$ cat src/rtl/par_serial_pkg.sv
// rtl/par_serial_pkg.sv - shared constants and helpers for the parallel-to-serial transmitter
package par_serial_pkg;

   localparam logic ST_IDLE  = 1'b0;
   localparam logic ST_SHIFT = 1'b1;

   typedef enum logic {
      S_IDLE  = ST_IDLE,
      S_SHIFT = ST_SHIFT
   } state_t;

   // Ceiling log2, never below 1 so a counter always has at least one bit
   function automatic int clog2(input int n);
      int r;
      r = 0;
      for (int v = n - 1; v > 0; v = v >> 1) begin
         r++;
      end
      if (r == 0) begin
         r = 1;
      end
      return r;
   endfunction

endpackage

$ cat src/rtl/par_serial_hold.sv
// rtl/par_serial_hold.sv - one-entry word buffer queued behind the active shifter
module par_serial_hold #(
   parameter int WORD_SIZE = 4
) (
   input  logic                 clk,
   input  logic                 reset,
   input  logic                 load,
   input  logic                 clear,
   input  logic [WORD_SIZE-1:0] load_data,
   output logic [WORD_SIZE-1:0] hold_data,
   output logic                 hold_valid
);

   // Capture a word on load, release it on clear; load wins if both ever coincide
   always_ff @(posedge clk) begin
      if (reset) begin
         hold_data  <= '0;
         hold_valid <= 1'b0;
      end else if (load) begin
         hold_data  <= load_data;
         hold_valid <= 1'b1;
      end else if (clear) begin
         hold_valid <= 1'b0;
      end
   end

endmodule

$ cat src/rtl/par_serial_tx.sv
// rtl/par_serial_tx.sv - serialises parallel words one bit per clock with a one-word holding buffer
module par_serial_tx
   import par_serial_pkg::*;
#(
   parameter int WORD_SIZE = 4,
   parameter bit MSB_FIRST = 1'b1,
   parameter int CNT_W     = 8
) (
   input  logic                 clk,
   input  logic                 reset,
   input  logic [WORD_SIZE-1:0] data_in,
   input  logic                 valid_in,
   output logic                 ready_out,
   output logic                 serial_out,
   output logic                 serial_valid,
   output logic                 frame_start,
   output logic [CNT_W-1:0]     word_count
);

   localparam int             BCW      = clog2(WORD_SIZE);
   localparam logic [BCW-1:0] LAST_BIT = BCW'(WORD_SIZE - 1);

   state_t                 state, state_nxt;
   logic [WORD_SIZE-1:0]   shifter, shifter_nxt, shifted;
   logic [BCW-1:0]         bit_cnt, bit_cnt_nxt;
   logic [CNT_W-1:0]       word_cnt;
   logic [WORD_SIZE-1:0]   hold_data;
   logic                   hold_valid;
   logic                   hold_load, hold_clear;
   logic                   count_inc;
   logic                   accept;
   logic                   last_bit;

   // Ready depends only on registered hold occupancy and reset, never on valid_in
   assign ready_out    = !hold_valid && !reset;
   assign accept       = valid_in && ready_out;
   assign last_bit     = (state == S_SHIFT) && (bit_cnt == LAST_BIT);
   assign serial_valid = (state == S_SHIFT);
   assign serial_out   = serial_valid & (MSB_FIRST ? shifter[WORD_SIZE-1] : shifter[0]);
   assign frame_start  = serial_valid && (bit_cnt == '0);
   assign word_count   = word_cnt;

   par_serial_hold #(
      .WORD_SIZE (WORD_SIZE)
   ) u_hold (
      .clk        (clk),
      .reset      (reset),
      .load       (hold_load),
      .clear      (hold_clear),
      .load_data  (data_in),
      .hold_data  (hold_data),
      .hold_valid (hold_valid)
   );

   // Shifter advanced one position toward the output end
   always_comb begin
      shifted = shifter;
      if (MSB_FIRST) begin
         shifted = {shifter[WORD_SIZE-2:0], 1'b0};
      end else begin
         shifted = {1'b0, shifter[WORD_SIZE-1:1]};
      end
   end

   // Next-state logic: start, shift, and end-of-word hand-off (hold, then bypass, then idle)
   always_comb begin
      state_nxt   = state;
      shifter_nxt = shifter;
      bit_cnt_nxt = bit_cnt;
      hold_load   = 1'b0;
      hold_clear  = 1'b0;
      count_inc   = 1'b0;
      case (state)
         S_IDLE: begin
            if (accept) begin
               shifter_nxt = data_in;
               bit_cnt_nxt = '0;
               state_nxt   = S_SHIFT;
            end
         end
         S_SHIFT: begin
            if (last_bit) begin
               count_inc   = 1'b1;
               bit_cnt_nxt = '0;
               if (hold_valid) begin
                  shifter_nxt = hold_data;
                  hold_clear  = 1'b1;
               end else if (accept) begin
                  shifter_nxt = data_in;
               end else begin
                  shifter_nxt = '0;
                  state_nxt   = S_IDLE;
               end
            end else begin
               shifter_nxt = shifted;
               bit_cnt_nxt = bit_cnt + BCW'(1);
               hold_load   = accept;
            end
         end
         default: begin
            state_nxt = S_IDLE;
         end
      endcase
   end

   // State, shifter and counters; reset discards any partial word
   always_ff @(posedge clk) begin
      if (reset) begin
         state    <= S_IDLE;
         shifter  <= '0;
         bit_cnt  <= '0;
         word_cnt <= '0;
      end else begin
         state   <= state_nxt;
         shifter <= shifter_nxt;
         bit_cnt <= bit_cnt_nxt;
         if (count_inc) begin
            word_cnt <= word_cnt + CNT_W'(1);
         end
      end
   end

endmodule

$ cat config.mk
export PLATFORM = sky130hd
export DESIGN_NAME = par_serial_tx
export DESIGN_NICKNAME = d
export VERILOG_FILES = /design/src/rtl/par_serial_pkg.sv /design/src/rtl/par_serial_hold.sv /design/src/rtl/par_serial_tx.sv
export SDC_FILE = /design/constraint.sdc
export NUM_CORES = 1
export LEC_CHECK = 0
export CAP_MARGIN = 30
export CORE_MARGIN = 1
export CORE_UTILIZATION = 45
export CTS_BUF_LIST = sky130_fd_sc_hd__clkbuf_8 sky130_fd_sc_hd__clkbuf_16
export CTS_CLUSTER_DIAMETER = 100
export DETAILED_ROUTE_END_ITERATION = 10
export PLACE_DENSITY = 0.77
export SKIP_LAST_GASP = 1
export SLEW_MARGIN = 20
export SYNTH_ARGS = -nofsm -noshare
export SYNTH_HDL_FRONTEND = slang
export SYNTH_SLANG_ARGS = --single-unit
$ cat constraint.sdc
create_clock -name clk -period 3.15 [get_ports clk]
set_input_delay 0.4725 -clock clk [delete_from_list [all_inputs] [get_ports clk]]
set_output_delay 0.4725 -clock clk [all_outputs]
set_load 0.01 [all_outputs]
==> results of run 1 <==
## path summary, 6_finish.rpt
path,cells past startpoint,slack (ps),to,startpoint
min,2,460,shifter[2],shifter[2]
max reg2reg,4,1450,word_count[7],bit_cnt[0]
max,3,850,ready_out,reset
min reg2reg,2,460,shifter[2],shifter[2]
## per-layer routing
metal,up-vias,share of wire,global-route usage
met5,-,0,0
met4,0,0.0030,0.0784
met3,2,0.027,0.0374
met2,18,0.51,0.340
met1,413,0.46,0.220
li1,442,-,-
## worst max-delay path: cells and delay by family
family	cells	cell delay (ps)
buffers and inverters	2	1160
AND/OR/NAND/NOR	1	190
## registers in the layout, summed over array words and instances (netlist names)
signal             count
shifter                4
serial_valid           1
u_hold.hold_valid      1
word_count             8
bit_cnt                2
u_hold.hold_data       4
## area by class of cell
type                            count  share of cell area
Tap cell                           27              0.0280
Sequential cell                    20               0.331
Inverter                            6              0.0186
Timing Repair Buffer               19               0.155
Clock buffer                        3              0.0342
Multi-Input combinational cell     82               0.433
## kinds of logic after synthesis
logic type      synth area share
mux                       0.0114
fa+ha+maj                 0.0379
buf+inv                   0.0670
compound gates             0.204
simple gates               0.258
flops                      0.405
xor+xnor                  0.0177
## power groups by stage
stage	logic [mW]	registers (mW)	clock network (mW)
floorplan	0.0416	0.271	0
CTS	0.0574	0.273	0.163
finish	0.0567	0.273	0.159
global route	0.0636	0.274	0.180
detailed placement	0.0571	0.278	0
global placement	0.0549	0.278	0
## metrics by stage
stage          worst slack, ps  cells  total power, mW   util
3_3_place_gp               773    154            0.333  0.577
2_1_floorplan             1760    115            0.313      -
6_report                   851    157            0.489  0.598
5_1_grt                    768    157            0.517  0.598
3_5_place_dp               657    154            0.336  0.577
4_1_cts                    854    157            0.494  0.598
## cell usage after synthesis
cell type,count,area share
a21bo_2,3,0.030
a21oi_1,11,0.056
a22oi_1,4,0.030
a311oi_1,1,0.0089
and2_1,2,0.013
buf_2,2,0.010
buf_4,2,0.015
buf_6,1,0.011
clkbuf_1,2,0.0076
dfxtp_1,20,0.40
ha_1,3,0.038
inv_1,6,0.023
mux2_2,1,0.011
nand2_1,6,0.023
nand2b_1,3,0.019
nand3_1,8,0.040
nand3_4,1,0.018
nand3b_1,1,0.0076
nand4_1,2,0.013
nor2_1,10,0.038
nor2b_1,4,0.025
nor3b_2,1,0.013
o21ai_0,6,0.030
o22ai_1,1,0.0063
o31ai_1,2,0.015
o32ai_1,3,0.027
or3_1,4,0.025
or3b_2,1,0.0089
or4_1,2,0.015
xor2_1,2,0.018
==> impl_metrics.tcl, run 1 <==
set metrics [dict create \
    switching_share 0.231 \
    root_buffer "clkbuf_8" \
    crit_path_end_kind "primary output" \
    final_common_cell "dfxtp_1" \
    syn_nets 125 \
    route.detailed.drc 0 \
    wire_per_inst_um 12.7 \
    outcome "finished, final reports clean" \
    core_um2 2020 \
    post-route-period-util 0.730 \
    p_int_mw 0.376 \
    final_layout_size_suffix_gt1_frac 0.0846 \
    final_cell_area_um2 1210 \
    grt_overflow_total 0 \
    finalHoldViolations 0 \
    cts_resized 0 \
    htreeDepth 1 \
    port-buffer-count 18 \
    p_seq_frac 0.558 \
    syn2layout_area_growth_pct 22.1 \
    ys_seq_elements 20 \
    whs_ps 460 \
    syn_area_um2 990 \
    irDropWorstVdd_mv 0.307 \
    yosys_warnings 0 \
    insertion_delay_ps 250 \
    p_leak_nw 0.408 \
    setup_tns_ps 0 \
    grt_pass1_vias 843 \
    grt_max_degree 21 \
    start_util 0.489 \
    clock_sinks 20 \
    final.min_clock_period_ps 2300 \
    slowest_stage "clkdlybuf4s50_1" \
    maxSlewHeadroom 0.554 \
    synth.avg_cell_area_um2 8.61 \
    cp.arrival_ps 1830 \
    drt_wl_total_um 1990 \
    holdBufCountCts 0 \
    rows 16 \
    cts_buffers 3 \
    crit_top_cell "clkdlybuf4s50_1" \
    antenna_found_initial 0 \
    post_cts_buffers 0 \
    syn_inst 115 \
    rsz0062_at_grt "no" \
    slowest_delay_ps 600 \
    worstMarginPinSlew_ps 668 \
    pin_count 19 \
    worstPathRequired_ps 2680 \
    maxCapViolCount 0 \
    viasPerCell 5.57 \
    diodes 0 \
    max_freq_mhz 435 \
    synth_cell_types 30 \
    drt_iter0_drc 8 \
    antenna_left 0 \
    worst-setup-path-type "in2out" \
    layout.nets 142 \
    grt.total_usage 0.190 \
    ys_seq_area_frac 0.405 \
    grt_pass1_wl_um 3530 \
    skew_ps 3.38 \
    setup_viol 0 \
    via_count 875 \
    clkPwrFrac 0.326 \
    multi_input_area_um2 523 \
    cts_tree "yes" \
    clk_path_buf_depth 2 \
    regArea_um2 400 \
    clk_pin_slew_worst_paths_ps 70 \
    start_kind "input pin" \
    critPathMaxFanout 11 \
    p_per_area_nw_per_um2 405 \
    path_cells "clkdlybuf4s50_1, nor2_1, clkdlybuf4s50_1" \
    fillerInstances 177 \
    p_sw_mw 0.113 \
    p_comb_frac 0.116 \
    hpwl_um 1460 \
    final_cell_mix "dfxtp_1, clkdlybuf4s50_1, a21oi_1" \
    drt_pass1_iterations 4 \
    die_area_um2 2390 \
    placed_area_um2 1170 \
    hold_path.class "reg2reg" \
    die_h_um 48.9 \
    drv_slew 0 \
    gp_congestion 0.750 \
    die_w_um 48.9 \
]
Power figures use the tool's default switching activity.
==> run 2: changes to the inputs <==
PLACE_DENSITY = 0.8   (was 0.77)
clock period = 1.96 ns   (was 3.15 ns; I/O delays follow)
==> run 2 against run 1 <==
  * Worst setup slack got worse by 710 ps
  * Count of clock-buffer cells in the layout rose by 1
  * Worst hold slack barely moved
  * Clock skew shrank 1.3 ps
  * Core utilization up 1.4 points
  * Clock power increased by 98%
  * Design area is 2.4% higher
  * Wire length grew 7.5%
  * Flip-flop and latch count unchanged
  * Non-clock buffer count rose by 2
  * Sequential power grew 59%
  * Combinational power rose by 78%
  * Critical endpoint unchanged
  * Largest cell class unchanged
==> impl_metrics.tcl, run 2 (synthesized netlist as in run 1, its figures left out) <==
set metrics [dict create \
    p_total_mw 0.850 \
    die_area_um2 2390 \
    antenna_found_initial 0 \
    finalHoldViolations 0 \
    final_cell_mix "dfxtp_1, clkdlybuf4s50_1, a21oi_1" \
    fillerInstances 185 \
    rsz0062_at_grt "no" \
    p_int_mw 0.650 \
    drt_wl_total_um 2140 \
    rows 16 \
    p_sw_mw 0.200 \
    htreeDepth 1 \
    skew_ps 2.09 \
    drt_iter0_drc 22 \
    whs_ps 461 \
    largest_reg_flops 8 \
    maxSlewHeadroom 0.673 \
    clkPwrFrac 0.370 \
    grt_pass1_vias 850 \
    syn2layout_area_growth_pct 25.0 \
    via_count 897 \
    grt_pass1_wl_um 3700 \
    p_per_area_nw_per_um2 687 \
    antenna_left 0 \
    setup_viol 0 \
    hold_path.class "reg2reg" \
    cts_resized 0 \
    clk_path_buf_depth 2 \
    grt_max_degree 20 \
    grt_overflow_total 0 \
    die_h_um 48.9 \
    grt.total_usage 0.206 \
    final_cell_count_no_fill 160 \
    drt_pass1_iterations 5 \
    final_layout_size_suffix_gt1_frac 0.105 \
    port-buffer-count 18 \
    p_seq_frac 0.511 \
    max_freq_mhz 548 \
    die_w_um 48.9 \
    gp_congestion 0.799 \
    multi_input_area_um2 523 \
    irDropWorstVdd_mv 0.447 \
    final.min_clock_period_ps 1820 \
    holdBufCountCts 0 \
    insertion_delay_ps 260 \
    setup_slack_ps 136 \
    start_kind "input pin" \
    p_leak_nw 0.425 \
    cts_buffers 3 \
    core_um2 2020 \
    cts_tree "yes" \
    maxCapViolCount 0 \
    crit_path_end_kind "primary output" \
    cp.arrival_ps 1530 \
    route.detailed.drc 0 \
    final_common_cell "dfxtp_1" \
    setup_tns_ps 0 \
    diodes 0 \
    wire_per_inst_um 13.4 \
    p_comb_frac 0.119 \
    outcome "finished, final reports clean" \
    root_buffer "clkbuf_8" \
    clk_pin_slew_worst_paths_ps 70 \
    start_util 0.489 \
    worstMarginPinSlew_ps 489 \
    critPathMaxFanout 7 \
    pre_cts_slack_ps 123 \
    pin_count 19 \
    post-route-period-util 0.931 \
    hpwl_um 1560 \
    post-route-util 0.612 \
    regArea_um2 400 \
    placed_cells 156 \
    post_cts_buffers 0 \
    worstPathRequired_ps 1670 \
    switching_share 0.236 \
    drv_slew 0 \
    layout.nets 144 \
    placed_area_um2 1180 \
    worst-setup-path-type "in2out" \
    viasPerCell 5.61 \
    clock_sinks 20 \
    final_cell_area_um2 1240 \
]
-- run 2: worst paths after layout --
kind / start / to / slack, ps / depth (start not counted)
hold reg to reg: shifter[3] / shifter[3] / 460 / 2
setup reg to reg: bit_cnt[0] / word_count[7] / 250 / 4
setup / recovery: reset / ready_out / 140 / 3
hold / removal: shifter[3] / shifter[3] / 460 / 2
-- run 2: power groups by stage --
stage               Clock, mW  Sequential, mW  Combinational, mW
finish                  0.315           0.434              0.101
global route            0.346           0.436              0.110
floorplan                   0           0.436             0.0668
CTS                     0.327           0.434              0.100
detailed placement          0           0.443             0.0997
global placement            0           0.443             0.0962
-- run 2: cell type report --
class,count,share of cell area
Inverter,6,0.0182
Multi-Input combinational cell,82,0.423
Timing Repair Buffer,21,0.164
Tap cell,27,0.0273
Sequential cell,20,0.324
Clock buffer,4,0.0445
-- run 2: worst max-delay path: stages --
cell and delay (ps):
clkdlybuf4s50_1 540, nor2_1 150, clkdlybuf4s50_1 550
-- run 2: per-layer routing --
metal,part of all wire,wire length (um),global-route usage
met5,0,0,0
met4,0.022,47,0.137
met3,0.056,119,0.0530
met2,0.49,1040,0.324
met1,0.43,929,0.246
